### config.mk
export PLATFORM = sky130hd
export DESIGN_NAME = rv_seq_ctrl_flat
export DESIGN_NICKNAME = d
export VERILOG_FILES = /design/src/rtl/rv_seq_ctrl_pkg.sv /design/src/rtl/rv_seq_ctrl_if.sv /design/src/rtl/rv_seq_ctrl.sv /design/src/flat_wrapper.sv
export SDC_FILE = /design/constraint.sdc
export NUM_CORES = 1
export LEC_CHECK = 0
export CAP_MARGIN = 5
export CORE_MARGIN = 2
export CORE_UTILIZATION = 33
export CTS_CLUSTER_DIAMETER = 150
export DETAILED_ROUTE_END_ITERATION = 7
export PLACE_DENSITY = 0.62
export SLEW_MARGIN = 20
export SYNTH_ARGS = -nofsm -noshare
export SYNTH_HDL_FRONTEND = slang
export SYNTH_SLANG_ARGS = --single-unit
### constraint.sdc
create_clock -name i_clk -period 2.9 [get_ports i_clk]
set_clock_uncertainty 0.15 [all_clocks]
set_input_delay 0.58 -clock i_clk [delete_from_list [all_inputs] [get_ports i_clk]]
set_output_delay 0.58 -clock i_clk [all_outputs]
set_load 0.02 [all_outputs]
### src/rtl/rv_seq_ctrl_pkg.sv
// rv_seq_pkg: shared definitions for the RV32 multicycle sequencer.
//   seq_state_t     - sequencer state encoding (3 bits)
//   seq_state_name  - printable state names for simulation debug (TO_SIM only)
package rv_seq_pkg;

    typedef enum logic [2:0] {
        S_START = 3'd0,
        S_FETCH = 3'd1,
        S_RS    = 3'd2,
        S_ALU   = 3'd3,
        S_MEM   = 3'd4,
        S_WR    = 3'd5
    } seq_state_t;

`ifdef TO_SIM
    function automatic string seq_state_name(seq_state_t s);
        case (s)
            S_START: return "START";
            S_FETCH: return "FETCH";
            S_RS:    return "RS";
            S_ALU:   return "ALU";
            S_MEM:   return "MEM";
            S_WR:    return "WR";
            default: return "ILLEGAL";
        endcase
    endfunction
`endif

endpackage

### src/rtl/rv_seq_ctrl_if.sv
// rv_seq_ctrl_if: handshake and stage-enable bundle between the sequencer
// and the rest of rv_core (fetch unit, CSR unit, datapath stages).
//   master - the sequencer: samples the i_* requests, drives the o_* enables
//   slave  - the core side: drives the i_* requests, consumes the o_* enables
interface rv_seq_ctrl_if #(
    parameter int ALU_STAGES = 3
);
    logic                  i_fetch_ready;
    logic                  i_mem_op;
    logic                  i_data_ack;
    logic                  i_flush;
    logic                  o_fetch_start;
    logic                  o_rs_en;
    logic [ALU_STAGES-1:0] o_alu_en;
    logic                  o_data_req;
    logic                  o_wr_en;
    logic                  o_instret;
    logic                  o_bus_err;
    logic                  o_busy;

    modport master (
        input  i_fetch_ready, i_mem_op, i_data_ack, i_flush,
        output o_fetch_start, o_rs_en, o_alu_en, o_data_req,
               o_wr_en, o_instret, o_bus_err, o_busy
    );

    modport slave (
        output i_fetch_ready, i_mem_op, i_data_ack, i_flush,
        input  o_fetch_start, o_rs_en, o_alu_en, o_data_req,
               o_wr_en, o_instret, o_bus_err, o_busy
    );
endinterface

### src/rtl/rv_seq_ctrl.sv
// rv_seq_ctrl: multicycle sequencer for the non-pipelined RV32 datapath.
// Ports:
//   i_clk      core clock
//   i_reset_n  asynchronous active-low reset
//   bus        rv_seq_ctrl_if.master: fetch/flush/mem-op/ack in,
//              stage enables, retire, bus error and busy out
// Parameters: ALU_STAGES (1..4), SKIP_MEM (0/1), TIMEOUT (0 = no timeout).
//
// state | meaning
// START | kick off a fetch (o_fetch_start)
// FETCH | wait for the instruction word
// RS    | register read / decode latch
// ALU   | ALU_STAGES cycles, one o_alu_en bit per stage
// MEM   | data access (request held until ack/timeout) or one idle cycle
// WR    | write-back and retire unless errored/flushed; starts next fetch
module rv_seq_ctrl
    import rv_seq_pkg::*;
#(
    parameter int ALU_STAGES = 3,
    parameter int SKIP_MEM   = 1,
    parameter int TIMEOUT    = 0
) (
    input  logic          i_clk,
    input  logic          i_reset_n,
    rv_seq_ctrl_if.master bus
);

    localparam int IDX_W = (ALU_STAGES > 1) ? $clog2(ALU_STAGES) : 1;
    localparam int CNT_W = (TIMEOUT > 0) ? $clog2(TIMEOUT + 1) : 1;
    localparam logic [IDX_W-1:0] LAST_IDX  = IDX_W'(ALU_STAGES - 1);
    // Timeout fires in the MEM cycle that would bring the count to TIMEOUT.
    localparam logic [CNT_W-1:0] WAIT_LAST = CNT_W'((TIMEOUT > 0) ? TIMEOUT - 1 : 0);
    localparam logic [CNT_W-1:0] WAIT_MAX  = '1;
    localparam bit TMO_EN  = (TIMEOUT > 0);
    localparam bit SKIP_EN = (SKIP_MEM != 0);

    seq_state_t       state_q, state_d;
    logic [IDX_W-1:0] alu_idx_q, alu_idx_d;
    logic [CNT_W-1:0] wait_q, wait_d;
    logic             err_q, err_d;
    logic             flush_q, flush_d;
    logic             mem_q, mem_d;

    logic             req_out;
    logic             ack_hit;
    logic             tmo_hit;

    always_comb begin
        req_out = (state_q == S_MEM) && mem_q;
        ack_hit = req_out && bus.i_data_ack;
        // ack wins over a coincident timeout
        tmo_hit = TMO_EN && req_out && !bus.i_data_ack && (wait_q == WAIT_LAST);
    end

    always_comb begin
        state_d   = state_q;
        alu_idx_d = alu_idx_q;
        wait_d    = wait_q;
        err_d     = err_q;
        flush_d   = flush_q;
        mem_d     = mem_q;

        case (state_q)
            S_START: state_d = S_FETCH;

            S_FETCH: begin
                if (bus.i_flush)            state_d = S_START;
                else if (bus.i_fetch_ready) state_d = S_RS;
            end

            S_RS: begin
                alu_idx_d = '0;
                state_d   = bus.i_flush ? S_START : S_ALU;
            end

            S_ALU: begin
                if (bus.i_flush) begin
                    state_d = S_START;
                end else if (alu_idx_q == LAST_IDX) begin
                    mem_d   = bus.i_mem_op;
                    wait_d  = '0;
                    state_d = (bus.i_mem_op || !SKIP_EN) ? S_MEM : S_WR;
                end else begin
                    alu_idx_d = alu_idx_q + IDX_W'(1);
                end
            end

            S_MEM: begin
                if (mem_q) begin
                    // A flush cannot abandon an outstanding bus request; park
                    // it until the access resolves.
                    if (bus.i_flush) flush_d = 1'b1;
                    if (ack_hit) begin
                        state_d = S_WR;
                    end else if (tmo_hit) begin
                        err_d   = 1'b1;
                        state_d = S_WR;
                    end else if (wait_q != WAIT_MAX) begin
                        wait_d = wait_q + CNT_W'(1);
                    end
                end else begin
                    state_d = bus.i_flush ? S_START : S_WR;
                end
            end

            S_WR: begin
                err_d   = 1'b0;
                flush_d = 1'b0;
                state_d = (bus.i_flush || flush_q) ? S_START : S_FETCH;
            end

            default: state_d = S_START;
        endcase
    end

    always_ff @(posedge i_clk or negedge i_reset_n) begin
        if (!i_reset_n) begin
            state_q   <= S_START;
            alu_idx_q <= '0;
            wait_q    <= '0;
            err_q     <= 1'b0;
            flush_q   <= 1'b0;
            mem_q     <= 1'b0;
        end else begin
            state_q   <= state_d;
            alu_idx_q <= alu_idx_d;
            wait_q    <= wait_d;
            err_q     <= err_d;
            flush_q   <= flush_d;
            mem_q     <= mem_d;
        end
    end

    // START is the reset state; gating with i_reset_n keeps every output low
    // while reset is held.
    always_comb begin
        bus.o_fetch_start = ((state_q == S_START) && i_reset_n) || (state_q == S_WR);
        bus.o_rs_en       = (state_q == S_RS);
        bus.o_alu_en      = (state_q == S_ALU) ? (ALU_STAGES'(1) << alu_idx_q) : '0;
        bus.o_data_req    = req_out;
        bus.o_wr_en       = (state_q == S_WR) && !err_q && !flush_q;
        bus.o_instret     = (state_q == S_WR) && !err_q && !flush_q;
        // Reported in the suppressed WR cycle that follows the timeout.
        bus.o_bus_err     = (state_q == S_WR) && err_q;
        bus.o_busy        = (state_q != S_FETCH) && i_reset_n;
    end

endmodule

### src/flat_wrapper.sv
// flat-port wrapper written by rule: the top's interface ports become plain ports
module rv_seq_ctrl_flat import rv_seq_pkg::*;
#(
    parameter int ALU_STAGES = 3,
    parameter int SKIP_MEM   = 1,
    parameter int TIMEOUT    = 0
)
  (i_clk, i_reset_n, bus_i_fetch_ready, bus_i_mem_op, bus_i_data_ack, bus_i_flush, bus_o_fetch_start, bus_o_rs_en, bus_o_alu_en, bus_o_data_req, bus_o_wr_en, bus_o_instret, bus_o_bus_err, bus_o_busy);
  rv_seq_ctrl_if #(.ALU_STAGES(ALU_STAGES)) bus_i ();
  input  logic i_clk;
  input  logic i_reset_n;
  input wire logic [$bits(bus_i.i_fetch_ready)-1:0] bus_i_fetch_ready;
  input wire logic [$bits(bus_i.i_mem_op)-1:0] bus_i_mem_op;
  input wire logic [$bits(bus_i.i_data_ack)-1:0] bus_i_data_ack;
  input wire logic [$bits(bus_i.i_flush)-1:0] bus_i_flush;
  output wire logic [$bits(bus_i.o_fetch_start)-1:0] bus_o_fetch_start;
  output wire logic [$bits(bus_i.o_rs_en)-1:0] bus_o_rs_en;
  output wire logic [$bits(bus_i.o_alu_en)-1:0] bus_o_alu_en;
  output wire logic [$bits(bus_i.o_data_req)-1:0] bus_o_data_req;
  output wire logic [$bits(bus_i.o_wr_en)-1:0] bus_o_wr_en;
  output wire logic [$bits(bus_i.o_instret)-1:0] bus_o_instret;
  output wire logic [$bits(bus_i.o_bus_err)-1:0] bus_o_bus_err;
  output wire logic [$bits(bus_i.o_busy)-1:0] bus_o_busy;
  assign bus_i.i_fetch_ready = bus_i_fetch_ready;
  assign bus_i.i_mem_op = bus_i_mem_op;
  assign bus_i.i_data_ack = bus_i_data_ack;
  assign bus_i.i_flush = bus_i_flush;
  assign bus_o_fetch_start = bus_i.o_fetch_start;
  assign bus_o_rs_en = bus_i.o_rs_en;
  assign bus_o_alu_en = bus_i.o_alu_en;
  assign bus_o_data_req = bus_i.o_data_req;
  assign bus_o_wr_en = bus_i.o_wr_en;
  assign bus_o_instret = bus_i.o_instret;
  assign bus_o_bus_err = bus_i.o_bus_err;
  assign bus_o_busy = bus_i.o_busy;
  rv_seq_ctrl #(.ALU_STAGES(ALU_STAGES), .SKIP_MEM(SKIP_MEM), .TIMEOUT(TIMEOUT)) u_core (.i_clk(i_clk), .i_reset_n(i_reset_n), .bus(bus_i));
endmodule
==> results of run 1 <==
## worst max path at each step
stage / startpoint / to / slack (ps)
finish: u_core.state_q[1]$_DFFE_PN0P_ / bus_o_alu_en[2] / 190
global route: u_core.state_q[1]$_DFFE_PN0P_ / bus_o_alu_en[1] / 50
CTS: u_core.state_q[1]$_DFFE_PN0P_ / bus_o_alu_en[2] / 190
detailed placement: i_reset_n / bus_o_fetch_start / 270
global placement: i_reset_n / bus_o_fetch_start / 260
floorplan: u_core.state_q[1]$_DFFE_PN0P_ / bus_o_wr_en / 850
## synthesized netlist by cell type (all sizes together), types with 2 or more instances
| master | n | share of area (%) |
|---|---|---|
| dfrtp | 7 | 32 |
| nand2 | 7 | 4.8 |
| buf | 5 | 6.7 |
| nor3b | 5 | 7.8 |
| inv | 4 | 2.8 |
| nor2 | 4 | 2.8 |
| a21oi | 3 | 2.8 |
| ha | 3 | 6.9 |
| nor2b | 3 | 3.4 |
| a31oi | 2 | 2.3 |
| nand2b | 2 | 2.3 |
| o21a | 2 | 2.8 |
## metal layers
layer	vias to the layer above	global-route usage (%)	part of all wire (%)
li1	235	-	-
met1	215	19.3	50
met2	5	16.8	46
met3	2	2.45	2.9
met4	0	10.9	1.4
met5	-	0	0
## power breakdown
| part | switching [mW] | internal (mW) | leakage (nW) |
|---|---|---|---|
| Combinational | 0.116 | 0.117 | 0.178 |
| Clock | 0.0370 | 0.0504 | 0.0177 |
| Sequential | 0.0630 | 0.129 | 0.0924 |
| Total | 0.216 | 0.296 | 0.288 |
## metrics by stage
step | utilization [%] | hold slack (ps)
2_1_floorplan | - | 134
3_3_place_gp | 44.4 | 370
3_5_place_dp | 44.4 | 378
4_1_cts | 46.2 | 387
5_1_grt | 46.2 | 432
6_report | 46.2 | 380
## area by class of cell
class | instances | area, µm² | share of cell area, %
inverter | 4 | 15.0 | 2.13
tap | 16 | 20.0 | 2.84
sequential | 7 | 175 | 24.9
timing repair buffer | 15 | 148 | 21.0
clock inverter | 1 | 5.00 | 0.710
multi-input combinational | 44 | 319 | 45.3
clock buffer | 3 | 22.5 | 3.20
## kinds of logic after synthesis
kind of cell | share of synthesized area (%)
compound gates | 22.2
simple gates | 24.8
fa+ha+maj | 6.88
other cells | 0.687
mux | 3.90
buf+inv | 9.40
flops | 32.1
## flip-flops by register name, indices dropped and copies added, names as in the netlist
| signal | flops |
|---|---|
| u_core.flush_q | 1 |
| u_core.mem_q | 1 |
| u_core.state_q | 3 |
| u_core.alu_idx_q | 2 |
## worst max-delay path: stages, from the launching register on
cell and delay, ps:
dfrtp_1 630, nand2_1 240, nor3b_2 240, clkdlybuf4s50_1 620
==> flow_results.org, run 1 <==
** CTS
- The number of setup buffers added after CTS is 0.
- TritonCTS built the clock tree.
- The clock passes through at most 2 buffers.
- Clock tree synthesis found a total of 7 sinks.
- Clock slew at reported path FFs :: around 60 ps
- CTS Root Cell :: clkbuf_4
- CTS built an H-tree with a depth of 1.
- Hold buffer count at cts :: 0
- Insertion delay to the later sink of the worst-skew pair :: 250 ps
- Gates resized, CTS repair :: 0
- CTS Buf Count :: 3

** Worst hold path
- Hold WC Path Type :: flop to flop
- Cell depth of the worst min-delay path :: 1
- The startpoint identified for the worst hold timing path is u_core.alu_idx_q[0]$_DFFE_PN0P_.
- Hold Path Sink :: u_core.alu_idx_q[0]$_DFFE_PN0P_

** Yosys
- Count of different cell masters after synthesis :: 28
- Of the synthesized area, sequential elements account for 32.1%.
- A synthesized cell averages around 9.1 µm².
- The mapped netlist covers roughly 550 µm².
- Counting flops and latches in the post-synthesis netlist gives 7.
- Most used DFF post-synth :: dfrtp_1
- Yosys printed 0 warnings.
- Counting every net in the synthesized netlist gives 69.
- In the synthesized netlist the async set-or-reset flop fraction comes to 100%.
- Mapped Cells :: 60
- The synthesized design contains 0 enable-type register cells.

** Drt
- Post-Route WL :: 1090 µm
- Remaining antenna violation count after routing :: 0
- The detailed router placed 457 vias in this run.
- Final routed wire length divided by cell count :: 12.1 µm
- In the routed layout, each cell is associated on average with a via count of between 5 and 6.
- Number of optimization iterations in the first detailed-route pass :: 4
- DRC violations left :: 0
- Number of DRC markers in iteration 0 :: 10

** Critical path
- Counting cells, the worst reg-to-reg path comes to 4.
- The setup check on the worst reg-to-reg path leaves a slack of 1030 ps.
- STA classifies the critical path endpoint as an output pin.
- For the worst setup path, the data arrival time is 1980 ps.
- The critical path is of the flop to output pin type.
- Reg-to-reg endpoint :: u_core.mem_q$_DFFE_PN0P_
- In this run the critical register-to-register path is launched from u_core.state_q[1]$_DFFE_PN0P_.
- The worst setup path is launched from a flop.
- Along the worst path, the maximum fanout reaches 13.
- Required @ worst endpoint :: 2170 ps

** GRT
- The number of antenna violations at the first check in global routing is 0.
- After global routing the overflow that remains totals 0.
- Pin count of the biggest net entering global routing :: 14
- Via count of the first global-routing pass :: roughly 420
- The first global-routing pass estimated 1870 µm of wire.
- Overall fraction of global-route tracks in use :: between 10% and 20%

** Timing
- Setup repair after global routing left no endpoint under its margin.
- Slew Viols, Final :: 0
- Final worst-path setup slack :: ~190 ps
- For this run, the top clock speed supported by timing is 369 MHz.
- Minimum clock period :: 2710 ps
- Setup violations remaining at the end of the flow were counted as 0.
- For the final routed database, the setup TNS stands at 0 ps.
- Final critical-path share of the clock period :: 93.5%
- Final Hold Violating Endpoints :: 0

** Floorplanning
- The die is around 45 µm wide.
- The die is around 45 µm tall.
- Core footprint :: between 1500 and 2000 µm²
- The floorplan has 14 rows.
- Io pins :: 16
- The die covers 1990 µm².
- For this configuration, the core starts out at a cell density of ~36%.

** Placed design
- Placed insts :: 86
- Timing analysis after detailed placement gives a worst setup slack of 268 ps.
- Hpwl dp :: 844 µm
- The congestion estimate from routability-driven global placement came to slightly below 0.8.
- During placement, the flow inserted port buffers numbering 14.
- Once placement finished, the instance area stood at 677 µm².

** Cells and area
- The filler cells instantiated in the layout total 152.
- The post-route netlist has 10.8% of its cells at a drive strength greater than 1.
- In the layout the commonest cells are 14 x clkdlybuf4s50_1, 7 x nand2_1, 7 x dfrtp_1.
- Relative to the synthesized area, the layout overhead comes to 29.1%.
- Non-Filler Instances :: 90
- Most common cell after layout, fill and taps aside :: clkdlybuf4s50_1
- In the final design database the tool counted 84 nets.
- Total non-filler cell area in the finished layout :: around 700 µm²
- The number of antenna diodes in the final layout is 0.

** Power
- Summed over all cells, the static leakage comes to 0.288 nW.
- Across the VDD grid, the largest voltage drop is 0.000509 V.
- Tot Pwr :: just over 500 µW
- In this run the power density over the cells is 728 nW/µm².

** Flow run
- The tool flagged a number of max-cap violations equal to 0.

** Status
- The flow ran to the end, and the final reports show no timing, DRC or antenna violations.
No activity file was read; power rests on OpenSTA's default activity.
==> run 2: changes to the inputs <==
--- a/config.mk
+++ b/config.mk
@@ -11,6 +11,7 @@
 export CTS_CLUSTER_DIAMETER = 150
 export DETAILED_ROUTE_END_ITERATION = 7
 export PLACE_DENSITY = 0.62
+export RECOVER_POWER = 25
 export SLEW_MARGIN = 20
 export SYNTH_ARGS = -nofsm -noshare
 export SYNTH_HDL_FRONTEND = slang
==> run 2 against run 1 <==
Die area unchanged. Sequential share of layout area rose by 0.13 points. Register-to-register slack barely moved. Wire length grew 1.0%. Power grew 0.29%. Critical path type unchanged. Largest cell class unchanged.
==> flow_results.org, run 2 (same netlist as run 1, synthesis figures left out) <==
** Critical path
- The number of buffers and inverters on the critical path was 1 (unchanged).
- The longest individual stage delay on the worst path is 630 ps (about the same).
- Timing endpoint of the critical path :: bus_o_alu_en[2]
- Critical Path Source :: u_core.state_q[1]$_DFFE_PN0P_
- R2R cell count :: 4 (unchanged)
- The required time of the worst setup path came to 2170 ps (about the same).
- Setup slack, reg-to-reg :: 1030 ps (about the same)
- Reg-to-reg endpoint :: u_core.mem_q$_DFFE_PN0P_
- Arrival time worst endpoint :: 1980 ps (about the same)
- Critical Path Source Type :: flop
- Critical path class :: flop to output pin
- The worst setup path is captured at an output pin.
- Startpoint of the worst-slack reg-to-reg timing path :: u_core.state_q[1]$_DFFE_PN0P_
- Maximum fanout along the worst path :: 13 (unchanged)
- Delay-heaviest family, CP :: flip-flops
- Total stage count of the critical path :: 3 (unchanged)
- Slowest-stage cell, CP :: dfrtp_1
- Cells along the critical path :: nand2_1 > nor3b_2 > clkdlybuf4s50_1

** CTS
- Hold buffer count at cts :: 0 (unchanged)
- The maximum clock insertion buffer count came to 2 (unchanged).
- Insertion delay to the later sink of the worst-skew pair :: 250 ps (about the same)
- Number of clock sinks :: 7 (unchanged)
- The count of cells resized by post-cts repair came to 0 (unchanged).
- The number of setup buffers added after CTS came to 0 (unchanged).
- Clock slew at reported path FFs :: 60 ps (about the same)
- Depth of the CTS H-tree :: 1 (unchanged)
- The total CTS buffers is 3 (unchanged).
- CTS tree :: done
- CTS Root Cell :: clkbuf_4

** Drt
- The via count of the routed design is 462 (+1.1%).
- DRC violations left :: 0 (unchanged)
- The overall routed net length was 1100 µm (+1.0%).
- The wire length per cell is 12.2 µm (+1.0%).
- The count of antenna-violating nets left after detailed routing was 0 (unchanged).
- Via density per instance :: 5.13 (+1.1%)
- Number of DRC markers in iteration 0 :: 11 (+1)
- The number of detailed-routing iterations run before antenna repair is 4 (unchanged).

** GRT
- Via count of the first global-routing pass :: 416 (unchanged)
- The number of antenna violations at the first check in global routing was 0 (unchanged).
- Overall fraction of global-route tracks in use :: 13.4% (unchanged)
- Total global routing overflow :: 0 (unchanged)
- Pin count of the biggest net entering global routing :: 14 (unchanged)
- The global-route wire length before repair was 1870 µm (unchanged).

** Placed design
- The count of input and output buffers is 14 (unchanged).
- Hpwl dp :: 844 µm (unchanged)
- Post-detailed-placement cell area :: 677 µm² (unchanged)
- Final weighted congestion of routability-driven global placement :: 0.774 (unchanged)
- The number of placed instances, taps included was 86 (unchanged).

** Power
- Internal Power :: 295 µW (-0.31%)
- The combinational share of power is 45.3% (-0.2 points).
- The reported net switching power is 219 µW (+1.1%).
- Sequential group share of total power :: 37.7% (+0.2 points)
- Static Leakage :: 0.284 nW (-1.2%)
- The switching share of power was 42.6% (+0.35 points).
- Relative contribution of the clock network to total power :: 17.0% (about the same)
- Max rail drop VDD :: 0.000515 V (+1.1%)
- Pwr dens :: 734 nW/µm² (+0.83%)

** Floorplanning
- The number of top-level pins was 16 (unchanged).
- Core footprint :: 1520 µm² (unchanged)
- The floorplan die width is 44.7 µm (unchanged).
- Rows :: 14 (unchanged)
- Die Span Y :: 44.7 µm (unchanged)
- The full die area came to 1990 µm² (unchanged).
- Starting density of the core :: 35.8% (unchanged)

** Status
- Status :: complete, no violations

** Timing
- The number of failing setup endpoints in the final timing report is 0 (unchanged).
- Final Hold Violating Endpoints :: 0 (unchanged)
- Slew Viols, Final :: 0 (unchanged)
- The maximum clock frequency is 368 MHz (-0.15%).
- Minimum clock period :: 2710 ps (+4.12 ps)
- Final critical-path share of the clock period :: 93.6% (+0.14 points)
- Sum of negative setup slack :: 0 ps (unchanged)
- RSZ-0062 raised after global routing :: no

** Cells and area
- Compared with the post-synthesis result, the final layout area differs by 28.4%.
- The post-route cell area is 701 µm² (-0.53%).
- In the layout the commonest cells are 13 x clkdlybuf4s50_1, 7 x nand2_1, 7 x dfrtp_1.
- Largest Register :: u_core.state_q
- Multi-input gate area in the final layout :: 319 µm² (unchanged)
- The area taken by flip-flops and latches is 175 µm² (unchanged).
- The post-layout instance count excluding filler cells is 90 (unchanged).
- Most common cell after layout, fill and taps aside :: clkdlybuf4s50_1
- The final antenna diode count came to 0 (unchanged).
- The largest registers in the layout are u_core.state_q (3), u_core.alu_idx_q (2).
- Number of flip-flops under the largest register name :: 3 (unchanged)
- Fill cells :: 152 (unchanged)
- Share of layout cells above drive strength 1 :: 9.46% (-1.4 points)
- The final-stage net count was 84 (unchanged).

** Flow run
- Max Cap Violations :: 0 (unchanged)

** Worst hold path
- Hold WC Path Type :: flop to flop
run 2: cell count changes in the layout (fill, tap and decap cells not counted):
cell,previous run,this run
buf_4,1,0
clkbuf_1,0,1
clkdlybuf4s50_1,14,13
dlygate4sd3_1,0,1
run 2: final cells by class:
cell class | count | area share (%)
Multi-Input combinational cell | 44 | 45.5
Sequential cell | 7 | 25.0
Timing Repair Buffer | 15 | 20.5
Clock buffer | 3 | 3.21
Tap cell | 16 | 2.86
Inverter | 4 | 2.14
Clock inverter | 1 | 0.714
run 2: how the worst min path moves through the flow:
stage	from	endpoint	slack [ps]	cells after the start
2_1_floorplan	i_reset_n	u_core.alu_idx_q[0]$_DFFE_PN0P_	130	0
3_3_place_gp	u_core.alu_idx_q[0]$_DFFE_PN0P_	u_core.alu_idx_q[0]$_DFFE_PN0P_	370	1
3_5_place_dp	u_core.alu_idx_q[0]$_DFFE_PN0P_	u_core.alu_idx_q[0]$_DFFE_PN0P_	380	1
4_1_cts	u_core.alu_idx_q[0]$_DFFE_PN0P_	u_core.alu_idx_q[0]$_DFFE_PN0P_	390	1
5_1_grt	u_core.alu_idx_q[0]$_DFFE_PN0P_	u_core.alu_idx_q[0]$_DFFE_PN0P_	430	1
6_report	u_core.alu_idx_q[0]$_DFFE_PN0P_	u_core.alu_idx_q[0]$_DFFE_PN0P_	380	1
run 2: worst register-to-register path, stage by stage (launching register included):
cell	delay [ps]
dfrtp_1	630
nand2_1	240
nor3b_2	240
and2_1	170
mux2_1	320
run 2: metal layers:
layer  up-vias  GRT usage [%]  wire (µm)
li1        234              -          -
met1       219           19.3        568
met2         7           16.8        482
met3         2           2.45         32
met4         0           10.9         15
met5         -              0          0
run 2: power groups by stage:
stage                     clock [mW]  sequential, mW  combinational, mW
after detailed placement           0           0.193              0.237
after floorplan                    0           0.153              0.203
after global placement             0           0.194              0.234
after CTS                     0.0920           0.192              0.238
final                         0.0871           0.194              0.233
after global routing          0.0969           0.199              0.264
run 2: per-stage QoR:
| stage | util [%] | hold WS (ps) | worst slack [ps] | total power, mW |
|---|---|---|---|---|
| 6_report | 46.0 | 382 | 185 | 0.514 |
| 4_1_cts | 46.2 | 387 | 191 | 0.521 |
| 2_1_floorplan | - | 134 | 846 | 0.356 |
| 3_5_place_dp | 44.4 | 378 | 268 | 0.430 |
| 3_3_place_gp | 44.4 | 370 | 262 | 0.428 |
| 5_1_grt | 46.0 | 432 | 52.8 | 0.560 |
